## src/rtl/ram_arbiter_pkg.sv

```systemverilog
// Shared encodings for the RAM arbiter: access sizes and FSM states.
package ram_arbiter_pkg;

    typedef enum logic [1:0] {
        SZ_B   = 2'b00,
        SZ_H   = 2'b01,
        SZ_W   = 2'b10,
        SZ_BAD = 2'b11
    } size_e;

    typedef enum logic [1:0] {
        S_IDLE   = 2'd0,
        S_ACCESS = 2'd1,
        S_DONE   = 2'd2
    } state_e;

endpackage

```

## src/rtl/ram_arbiter_lane_unit.sv

```systemverilog
// Byte-lane steering for one RAM word: store merge, load extraction with
// sign/zero extension, and alignment checking.
module ram_lane_unit
    import ram_arbiter_pkg::*;
(
    input  logic [31:0] word_i,
    input  logic [31:0] wdata_i,
    input  size_e       size_i,
    input  logic [1:0]  offs_i,
    input  logic        uns_i,
    output logic [31:0] merged_o,
    output logic [31:0] load_o,
    output logic        misalign_o
);

    logic [7:0]  byte_sel;
    logic [15:0] half_sel;
    logic [4:0]  bit_offs;

    assign bit_offs = {offs_i, 3'b000};
    assign byte_sel = word_i[bit_offs +: 8];
    assign half_sel = offs_i[1] ? word_i[31:16] : word_i[15:0];

    always_comb begin
        merged_o   = word_i;
        load_o     = word_i;
        misalign_o = 1'b0;
        case (size_i)
            SZ_B: begin
                merged_o[bit_offs +: 8] = wdata_i[7:0];
                load_o = {{24{~uns_i & byte_sel[7]}}, byte_sel};
            end
            SZ_H: begin
                misalign_o = offs_i[0];
                if (offs_i[1]) merged_o[31:16] = wdata_i[15:0];
                else           merged_o[15:0]  = wdata_i[15:0];
                load_o = {{16{~uns_i & half_sel[15]}}, half_sel};
            end
            SZ_W: begin
                misalign_o = (offs_i != 2'b00);
                merged_o   = wdata_i;
            end
            default: misalign_o = 1'b1;
        endcase
    end

endmodule

```

## src/rtl/ram_arbiter.sv

```systemverilog
// Round-robin arbiter sharing a single-port 16x32 RAM between two requesters;
// sub-word stores are done as read-modify-write within the ACCESS cycle.
module ram_arbiter
    import ram_arbiter_pkg::*;
#(
    parameter int ADDR_W = 6,
    parameter int DATA_W = 32
) (
    input  logic              clk,
    input  logic              rst_n,
    input  logic              req0,
    input  logic              req1,
    input  logic              we0,
    input  logic              we1,
    input  logic [1:0]        size0,
    input  logic [1:0]        size1,
    input  logic              uns0,
    input  logic              uns1,
    input  logic [ADDR_W-1:0] addr0,
    input  logic [ADDR_W-1:0] addr1,
    input  logic [DATA_W-1:0] wdata0,
    input  logic [DATA_W-1:0] wdata1,
    output logic              ack0,
    output logic              ack1,
    output logic              err0,
    output logic              err1,
    output logic [DATA_W-1:0] rdata0,
    output logic [DATA_W-1:0] rdata1,
    output logic [ADDR_W-1:0] ram_addr,
    output logic [DATA_W-1:0] ram_wdata,
    output logic              ram_we,
    input  logic [DATA_W-1:0] ram_rdata
);

    state_e              state_q, state_d;
    logic                last_q;
    logic                id_q, id_d;
    logic                take;
    logic                we_q;
    size_e               size_q;
    logic                uns_q;
    logic [ADDR_W-1:0]   addr_q;
    logic [DATA_W-1:0]   wdata_q;
    logic                ack0_q, ack1_q, err0_q, err1_q;
    logic [DATA_W-1:0]   rdata0_q, rdata1_q;
    logic [DATA_W-1:0]   merged, load_val;
    logic                misalign;
    logic                access;

    always_comb begin
        state_d = state_q;
        take    = 1'b0;
        id_d    = id_q;
        case (state_q)
            S_IDLE: begin
                if (req0 || req1) begin
                    take    = 1'b1;
                    state_d = S_ACCESS;
                    id_d    = (req0 && req1) ? ~last_q : req1;
                end
            end
            S_ACCESS: state_d = S_DONE;
            default:  state_d = S_IDLE;
        endcase
    end

    assign access = (state_q == S_ACCESS);

    always_ff @(posedge clk or negedge rst_n) begin
        if (!rst_n) begin
            state_q  <= S_IDLE;
            last_q   <= 1'b1;
            id_q     <= 1'b0;
            we_q     <= 1'b0;
            addr_q   <= '0;
            ack0_q   <= 1'b0;
            ack1_q   <= 1'b0;
            err0_q   <= 1'b0;
            err1_q   <= 1'b0;
            rdata0_q <= '0;
            rdata1_q <= '0;
        end else begin
            state_q <= state_d;
            if (take) begin
                id_q   <= id_d;
                we_q   <= id_d ? we1 : we0;
                addr_q <= id_d ? addr1 : addr0;
            end
            if (state_q == S_DONE) last_q <= id_q;
            ack0_q <= access && !id_q;
            ack1_q <= access && id_q;
            err0_q <= access && !id_q && misalign;
            err1_q <= access && id_q && misalign;
            // Failed or store accesses leave the requester's load result untouched.
            if (access && !we_q && !misalign) begin
                if (id_q) rdata1_q <= load_val;
                else      rdata0_q <= load_val;
            end
        end
    end

    always_ff @(posedge clk) begin
        if (take) begin
            size_q  <= id_d ? size_e'(size1) : size_e'(size0);
            uns_q   <= id_d ? uns1 : uns0;
            wdata_q <= id_d ? wdata1 : wdata0;
        end
    end

    ram_lane_unit u_lane (
        .word_i     (ram_rdata),
        .wdata_i    (wdata_q),
        .size_i     (size_q),
        .offs_i     (addr_q[1:0]),
        .uns_i      (uns_q),
        .merged_o   (merged),
        .load_o     (load_val),
        .misalign_o (misalign)
    );

    // Pure state decode so an asynchronous reset kills the write at once.
    assign ram_we    = access && we_q && !misalign;
    assign ram_addr  = addr_q;
    assign ram_wdata = merged;
    assign ack0      = ack0_q;
    assign ack1      = ack1_q;
    assign err0      = err0_q;
    assign err1      = err1_q;
    assign rdata0    = rdata0_q;
    assign rdata1    = rdata1_q;

endmodule

```

## config.mk

```make
export PLATFORM = sky130hd
export DESIGN_NAME = ram_arbiter
export DESIGN_NICKNAME = d
export VERILOG_FILES = /design/src/rtl/ram_arbiter_pkg.sv /design/src/rtl/ram_arbiter_lane_unit.sv /design/src/rtl/ram_arbiter.sv
export SDC_FILE = /design/constraint.sdc
export NUM_CORES = 1
export LEC_CHECK = 0
export CAP_MARGIN = 5
export CORE_MARGIN = 1.5
export CORE_UTILIZATION = 40
export CTS_BUF_LIST = sky130_fd_sc_hd__clkbuf_2
export CTS_CLUSTER_DIAMETER = 120
export DETAILED_ROUTE_END_ITERATION = 10
export PLACE_DENSITY = 0.73
export SLEW_MARGIN = 5
export SYNTH_ARGS = -nofsm -noshare
export SYNTH_HDL_FRONTEND = slang
export SYNTH_SLANG_ARGS = --single-unit
```

## constraint.sdc

```tcl
create_clock -name clk -period 3.8 [get_ports clk]
set_input_delay 0.57 -clock clk [delete_from_list [all_inputs] [get_ports clk]]
set_output_delay 0.57 -clock clk [all_outputs]
set_load 0.02 [all_outputs]
```

==> results of run 1 <==
[sequential cells by signal, indices dropped and copies added, names as in the netlist]
register and flops:
rdata0 32, rdata1 32, wdata_q 32, ram_addr 6, size_q 2, state_q 2, ack0 1, ack1 1
err0 1, err1 1, id_q 1, last_q 1, uns_q 1, we_q 1
[timing repair]
item	in CTS	in global routing
endpoints found under the setup margin	29	25
gates resized for setup	8	16
setup buffers	5	0
cloned	0	0
pin swaps	1	0
hold endpoints to repair	41	0
hold buffers	1	0
[kinds of logic (layout without fill, tap and decap cells)]
| kind of cell | Yosys count | count (layout) | synth area share |
|---|---|---|---|
| adder cells (fa/ha/maj) | 5 | 5 | 0.00992 |
| other | 0 | 2 | 0 |
| AND/OR/NAND/NOR | 202 | 202 | 0.150 |
| buffers and inverters | 56 | 292 | 0.0389 |
| flip-flops | 114 | 114 | 0.480 |
| multiplexers | 77 | 77 | 0.133 |
| AO/OA/AOI/OAI | 172 | 172 | 0.188 |
[power by group through the flow]
stage | clock [uW] | combinational [uW] | sequential (uW)
floorplan | 0 | 2250 | 2700
global placement | 0 | 4580 | 2310
detailed placement | 0 | 4660 | 2340
CTS | 846 | 4670 | 2300
global route | 907 | 4990 | 2380
finish | 830 | 4680 | 2320
[worst max-delay path, delay by kind of cell, from the launching register on]
kind	cells	cell delay (ps)
flip-flops	1	400
adder cells (fa/ha/maj)	1	340
buffers and inverters	3	990
AND/OR/NAND/NOR	1	270
AO/OA/AOI/OAI	2	360
[final cells by class]
type                            count  area (sq um)  area share
Multi-Input combinational cell    456          3060       0.336
Sequential cell                   114          3030       0.333
Timing Repair Buffer              251          2460       0.271
Tap cell                          211           264      0.0290
Clock inverter                     13           143      0.0157
Clock buffer                       18          90.1     0.00991
Inverter                           10          42.5     0.00468
Antenna cell                        2          5.00    0.000550
[routing by layer]
layer | vias to the layer above | track usage
li1 | 2783 | -
met1 | 2921 | 0.334
met2 | 370 | 0.417
met3 | 51 | 0.0649
met4 | 0 | 0.118
met5 | - | 0
[cell usage after synthesis, drive strengths merged]
cell     instances  share of area
mux4             1         0.0036
ha               5         0.0099
nand2           82          0.049
o21a             5         0.0060
nand3b           2         0.0024
a311o            1         0.0016
a21oi           37          0.029
mux2i           30          0.048
dfstp            1         0.0042
clkinv           2         0.0012
a2111oi          2         0.0058
edfxtp          35           0.17
o21ai           41          0.033
nor3b            1         0.0012
and3             1        0.00099
buf             26          0.021
dfrtp           78           0.31
or4              2         0.0030
nand2b           2         0.0020
and2             2         0.0020
o221ai          15          0.021
a221o            1         0.0016
a21o             7         0.0083
nor4             3         0.0064
clkbuf          20          0.012
a22o            18          0.025
nor4b            1         0.0014
inv              8         0.0048
o211ai          15          0.018
nor2b           12          0.012
or3b             2         0.0032
nand3           49          0.040
or3              1        0.00099
mux2            46          0.082
nor2            39          0.024
nor3             3         0.0024
a22oi           13          0.015
a221oi          16          0.022
o22ai            1        0.00099
[worst max path at each step]
stage                     start       endpoint  cells after the start
floorplan           ram_addr[1]  ram_wdata[17]                      8
global placement    ram_addr[1]  ram_wdata[27]                      7
detailed placement  ram_addr[1]  ram_wdata[24]                      7
CTS                   size_q[0]   ram_wdata[4]                      6
global route          size_q[0]   ram_wdata[4]                      6
finish              ram_addr[1]  ram_wdata[13]                      7
[per-stage QoR]
| step | hold slack [ps] | cells | TNS [ps] |
|---|---|---|---|
| CTS | 432 | 1073 | 0 |
| global route | 406 | 1075 | -23.0 |
| detailed placement | 471 | 1036 | 0 |
| global placement | 464 | 1036 | 0 |
| finish | 474 | 1075 | 0 |
| floorplan | 274 | 626 | 0 |
==> results.md, run 1 <==
* Int Power at roughly 4400 uW
* Cells on Worst Hold Path at 3
* Max VDD drop at around 0.27 mV
* Worst r2r dst: rdata1[23]
* Chip Width at approximately 130 um
* CP Class: flop to output pin
* Layout cells sized above 1 at 0.140
* Core ar. at 15300 sq um
* Critical Path Fanout Max at 10
* Status: finished clean
* Total GRT Usage at 0.260
* DR WL met2 at 10000 um
* Final setup vio count at 0
* FF-to-FF setup slack at 1420 ps
* Die footprint at between 15000 and 20000 sq um
* Layout filler cell count at roughly 1300
* # DRC at 0
* Utilization after layout at 0.594
* TritonCTS clock tree: built
* Worst Tran Pin Value at 1020 ps
* Via Count at 6125
* Pwr per Cell Area at ~860 nW/um^2
* Final Slew Violations at 0
* Final worst slack at 167 ps
* Initial antenna violation count at 2
* Leakage power at 0.00384 uW
* Worst-path clk slew at 170 ps
* CP max stage delay at 620 ps
* Hold path start: we0
* Critical Path RT at 3230 ps
* CP Launch Type: flop
* PortBufs at 226
* Area after DPL at 8770 sq um
* CTS Sinks at 114
* Starting DRC count in detailed routing at between 500 and 600
* M1 WL at approximately 9000 um
* Post-Synthesis Cells at 626
* Commonest non-fill, non-tap cells in the layout: clkdlybuf4s50_1, nand2_1, dfrtp_1
* Antenna Nets Post-Route at 0
* Max Used Layer: met4
* Gr ovfl total at 0
* Gpl congestion at ~0.96
* Comb pwr share at 0.598
* Final hold vios at 0
* Worst-path cell chain: clkinv_2 -> ha_1 -> nand3b_1 -> a2111oi_4 -> buf_4 -> a21o_1 -> clkdlybuf4s50_1
* Root Buffer Master: clkbuf_2
* DR WL met3 at 1840 um
* Critical Path AT at 3060 ps
* IO Pins at 227
* Synth-to-Final Area Change at 44.2%
* Synth warnings at 0
* Synth Cell Area at 6300 sq um
* Hold crit path type: primary input to flop
* Vias in the first global route at 5932
* H-tree Lvls at 4
* Total Power at 7830 uW
* Max-slew headroom at 0.320
* Skew final at 22.1 ps
* Distinct cells, synth at between 40 and 50
* Clock power frac at 0.106
* # rows at 45
* Fin nets at roughly 980
* Routed vias/inst at 5.70
* FMAX at approximately 280 MHz
* Dpl hpwl at roughly 16000 um
* Endpoint class of the critical path: output pin
* Most common cell after layout, fill and taps aside: clkdlybuf4s50_1
* Die span in y at 129 um
* Sw Share at 0.442
* RR Startpoint: size_q[1]
* 1st-pass router iterations at 5
* Avg WL per Cell at 19.9 um
* Seq cells post-synth at 114
* Initial core utilization at 0.412
* Fin crit period at 3630 ps
* Clock Path Buffers at 2
* Slowest stage cell, crit path: clkdlybuf4s50_1
* Global-route wire length before repair at 32400 um
* Post-place setup slack at 393 ps
* Max cap viols at 0
* Worst-Skew Late Latency at 720 ps
* Net Count, Synth at 751
* Hold EP: we_q
* Syn Area/Cell at 10.1 sq um
* Post-synthesis sequential area ratio at 0.480
* Final instance area at 9090 sq um
* Routed WL at 21400 um
* Tcrit/Tclk final at 0.956
* Largest net degree at the start of global routing at 80
* Seq pwr share at 0.296
* Total CTS buffers at 17
* Switch Pwr at 3460 uW
* Reg2Reg Depth at 4
No activity file was read; power rests on OpenSTA's default activity.
==> run 2: changes to the inputs <==
--- a/config.mk
+++ b/config.mk
@@ -7,11 +7,11 @@
 export LEC_CHECK = 0
 export CAP_MARGIN = 5
 export CORE_MARGIN = 1.5
-export CORE_UTILIZATION = 40
+export CORE_UTILIZATION = 47
 export CTS_BUF_LIST = sky130_fd_sc_hd__clkbuf_2
 export CTS_CLUSTER_DIAMETER = 120
 export DETAILED_ROUTE_END_ITERATION = 10
-export PLACE_DENSITY = 0.73
+export PLACE_DENSITY = 0.84
 export SLEW_MARGIN = 5
 export SYNTH_ARGS = -nofsm -noshare
 export SYNTH_HDL_FRONTEND = slang
==> results.md, run 2 (synthesized netlist as in run 1, its figures left out) <==
* Status: finished clean
* CTS Hold Buffers Added at 0
* Fin crit period at 3680 ps
* Largest net degree at the start of global routing at 80
* CP Class: flop to output pin
* Core ar. at ~13000 sq um
* Worst-path clk slew at 210 ps
* Leakage power at 0.00382 uW
* Int Power at about 4500 uW
* IO Pins at 227
* Global-route wire length before repair at 32100 um
* Reg area at 3030 sq um
* Endpoint class of the critical path: output pin
* Critical path depth in cells at 6
* Pwr per Cell Area at 882 nW/um^2
* Crit path max-delay family: buffers and inverters
* Worst-Skew Late Latency at 690 ps
* Clock power frac at 0.124
* Post-Place Cells at 997
* Area after DPL at 8700 sq um
* Final hold vios at 0
* Dpl hpwl at roughly 15000 um
* Antenna Nets Post-Route at 0
* Critical Path RT at 3230 ps
* Chip Width at 119 um
* Routed WL at 20900 um
* CP Launch Type: flop
* Seq pwr share at 0.289
* 1st-pass router iterations at 6
* Total GRT Usage at 0.295
* Gpl congestion at 0.901
* Layout filler cell count at 994
* Clock Path Buffers at 2
* Crit path buffers/inverters at 3
* Layout cells sized above 1 at 0.133
* Routed vias/inst at 6.05
* Skew final at 37.1 ps
* Worst-path cell chain: buf_4 -> or3b_2 -> a2111oi_4 -> buf_4 -> a21o_1 -> clkdlybuf4s50_1
* Vias in the first global route at between 6000 and 7000
* Max cap viols at 0
* Root Buffer Master: clkbuf_2
* Most used cell along the critical path: buf_4
* Critical Path Fanout Max at 13
* Layout Cells excl Fill at just over 1000
* CP max stage delay at 640 ps
* H-tree Lvls at 4
* Initial core utilization at 0.478
* Slowest stage cell, crit path: clkdlybuf4s50_1
* Worst Tran Pin Value at 986 ps
* Die footprint at 14100 sq um
* Commonest non-fill, non-tap cells in the layout: clkdlybuf4s50_1, nand2_1, dfrtp_1
* Max-slew headroom at 0.343
* Max VDD drop at approximately 0.38 mV
* Hold crit path type: primary input to async pin
* Final setup vio count at 0
* Comb pwr share at 0.586
* # DRC at 0
* Reg2Reg Depth at 5
* FMAX at 272 MHz
* # rows at 42
* Final Slew Violations at 0
* Sw Share at 0.435
* Via Count at 6243
* Starting DRC count in detailed routing at ~710
* Critical Path AT at 3110 ps
* CTS Sinks at roughly 110
* Fin nets at 967
* Die span in y at 119 um
* Gr ovfl total at 0
* Synth-to-Final Area Change at 44.0%
* Initial antenna violation count at 1
* PortBufs at between 200 and 250
* Final instance area at 9080 sq um
* Area taken by multi-input logic gates at a little over 3000 sq um
* Most common cell after layout, fill and taps aside: clkdlybuf4s50_1
* Tcrit/Tclk final at 0.968
* Total CTS buffers at 17
* Final worst slack at 120 ps
* Switch Pwr at 3480 uW
* Avg WL per Cell at ~20 um
* TritonCTS clock tree: built
* Post-place setup slack at 590 ps
[run 2: stage by stage]
| stage | TNS, ps | utilization | power, uW | hold WS (ps) |
|---|---|---|---|---|
| 3_3_place_gp | 0 | 0.660 | 6830 | 463 |
| 2_1_floorplan | 0 | - | 4950 | 274 |
| 5_1_grt | -4.31 | 0.688 | 8410 | 68.9 |
| 3_5_place_dp | 0 | 0.660 | 6970 | 470 |
| 6_report | 0 | 0.688 | 8010 | 23.7 |
| 4_1_cts | 0 | 0.684 | 7950 | 39.0 |
[run 2: routing by layer]
metal  vias to the layer above  global-route usage  part of all wire
met1                      2980               0.376              0.38
met3                        66              0.0632             0.093
met4                         0               0.151             0.037
met5                         -                   0                 0
li1                       2772                   -                 -
met2                       425               0.476              0.49
[run 2: final timing paths]
kind | start | slack [ps] | endpoint
min in group clk | rdata0[7] | 510 | rdata0[7]
worst min register to register | rdata0[7] | 510 | rdata0[7]
max in group asynchronous | rst_n | 3130 | rdata1[21]
worst max register to register | size_q[1] | 1200 | rdata1[22]
worst min-delay path | rst_n | 20 | rdata0[4]
worst max-delay path | ram_addr[0] | 120 | ram_wdata[10]
[run 2: what timing repair did]
action	CTS	global route
endpoints found under the setup margin	12	27
buffers inserted	2	0
gates resized for setup	6	17
pin swaps	1	0
[run 2: layout make-up]
| cell class | instances | area share |
|---|---|---|
| multi-input combinational | 456 | 0.338 |
| sequential | 114 | 0.334 |
| timing repair buffer | 243 | 0.266 |
| tap | 176 | 0.0243 |
| clock inverter | 14 | 0.0232 |
| clock buffer | 18 | 0.00992 |
| inverter | 10 | 0.00455 |
| antenna | 1 | 0.000276 |
[run 2: power by group through the flow]
stage                     Clock (uW)  Sequential [uW]  Combinational, uW
after floorplan                    0             2700               2250
after global placement             0             2300               4530
after detailed placement           0             2330               4640
after CTS                        997             2300               4660
after global routing            1050             2360               4990
final                            995             2320               4700
==> run 3: changes to the inputs <==
--- a/config.mk
+++ b/config.mk
@@ -5,7 +5,7 @@
 export SDC_FILE = /design/constraint.sdc
 export NUM_CORES = 1
 export LEC_CHECK = 0
-export CAP_MARGIN = 5
+export CAP_MARGIN = 0
 export CORE_MARGIN = 1.5
 export CORE_UTILIZATION = 47
 export CTS_BUF_LIST = sky130_fd_sc_hd__clkbuf_2
==> results of run 3 <==
No change in the layout: final DEF, timing and power equal those of run 2.
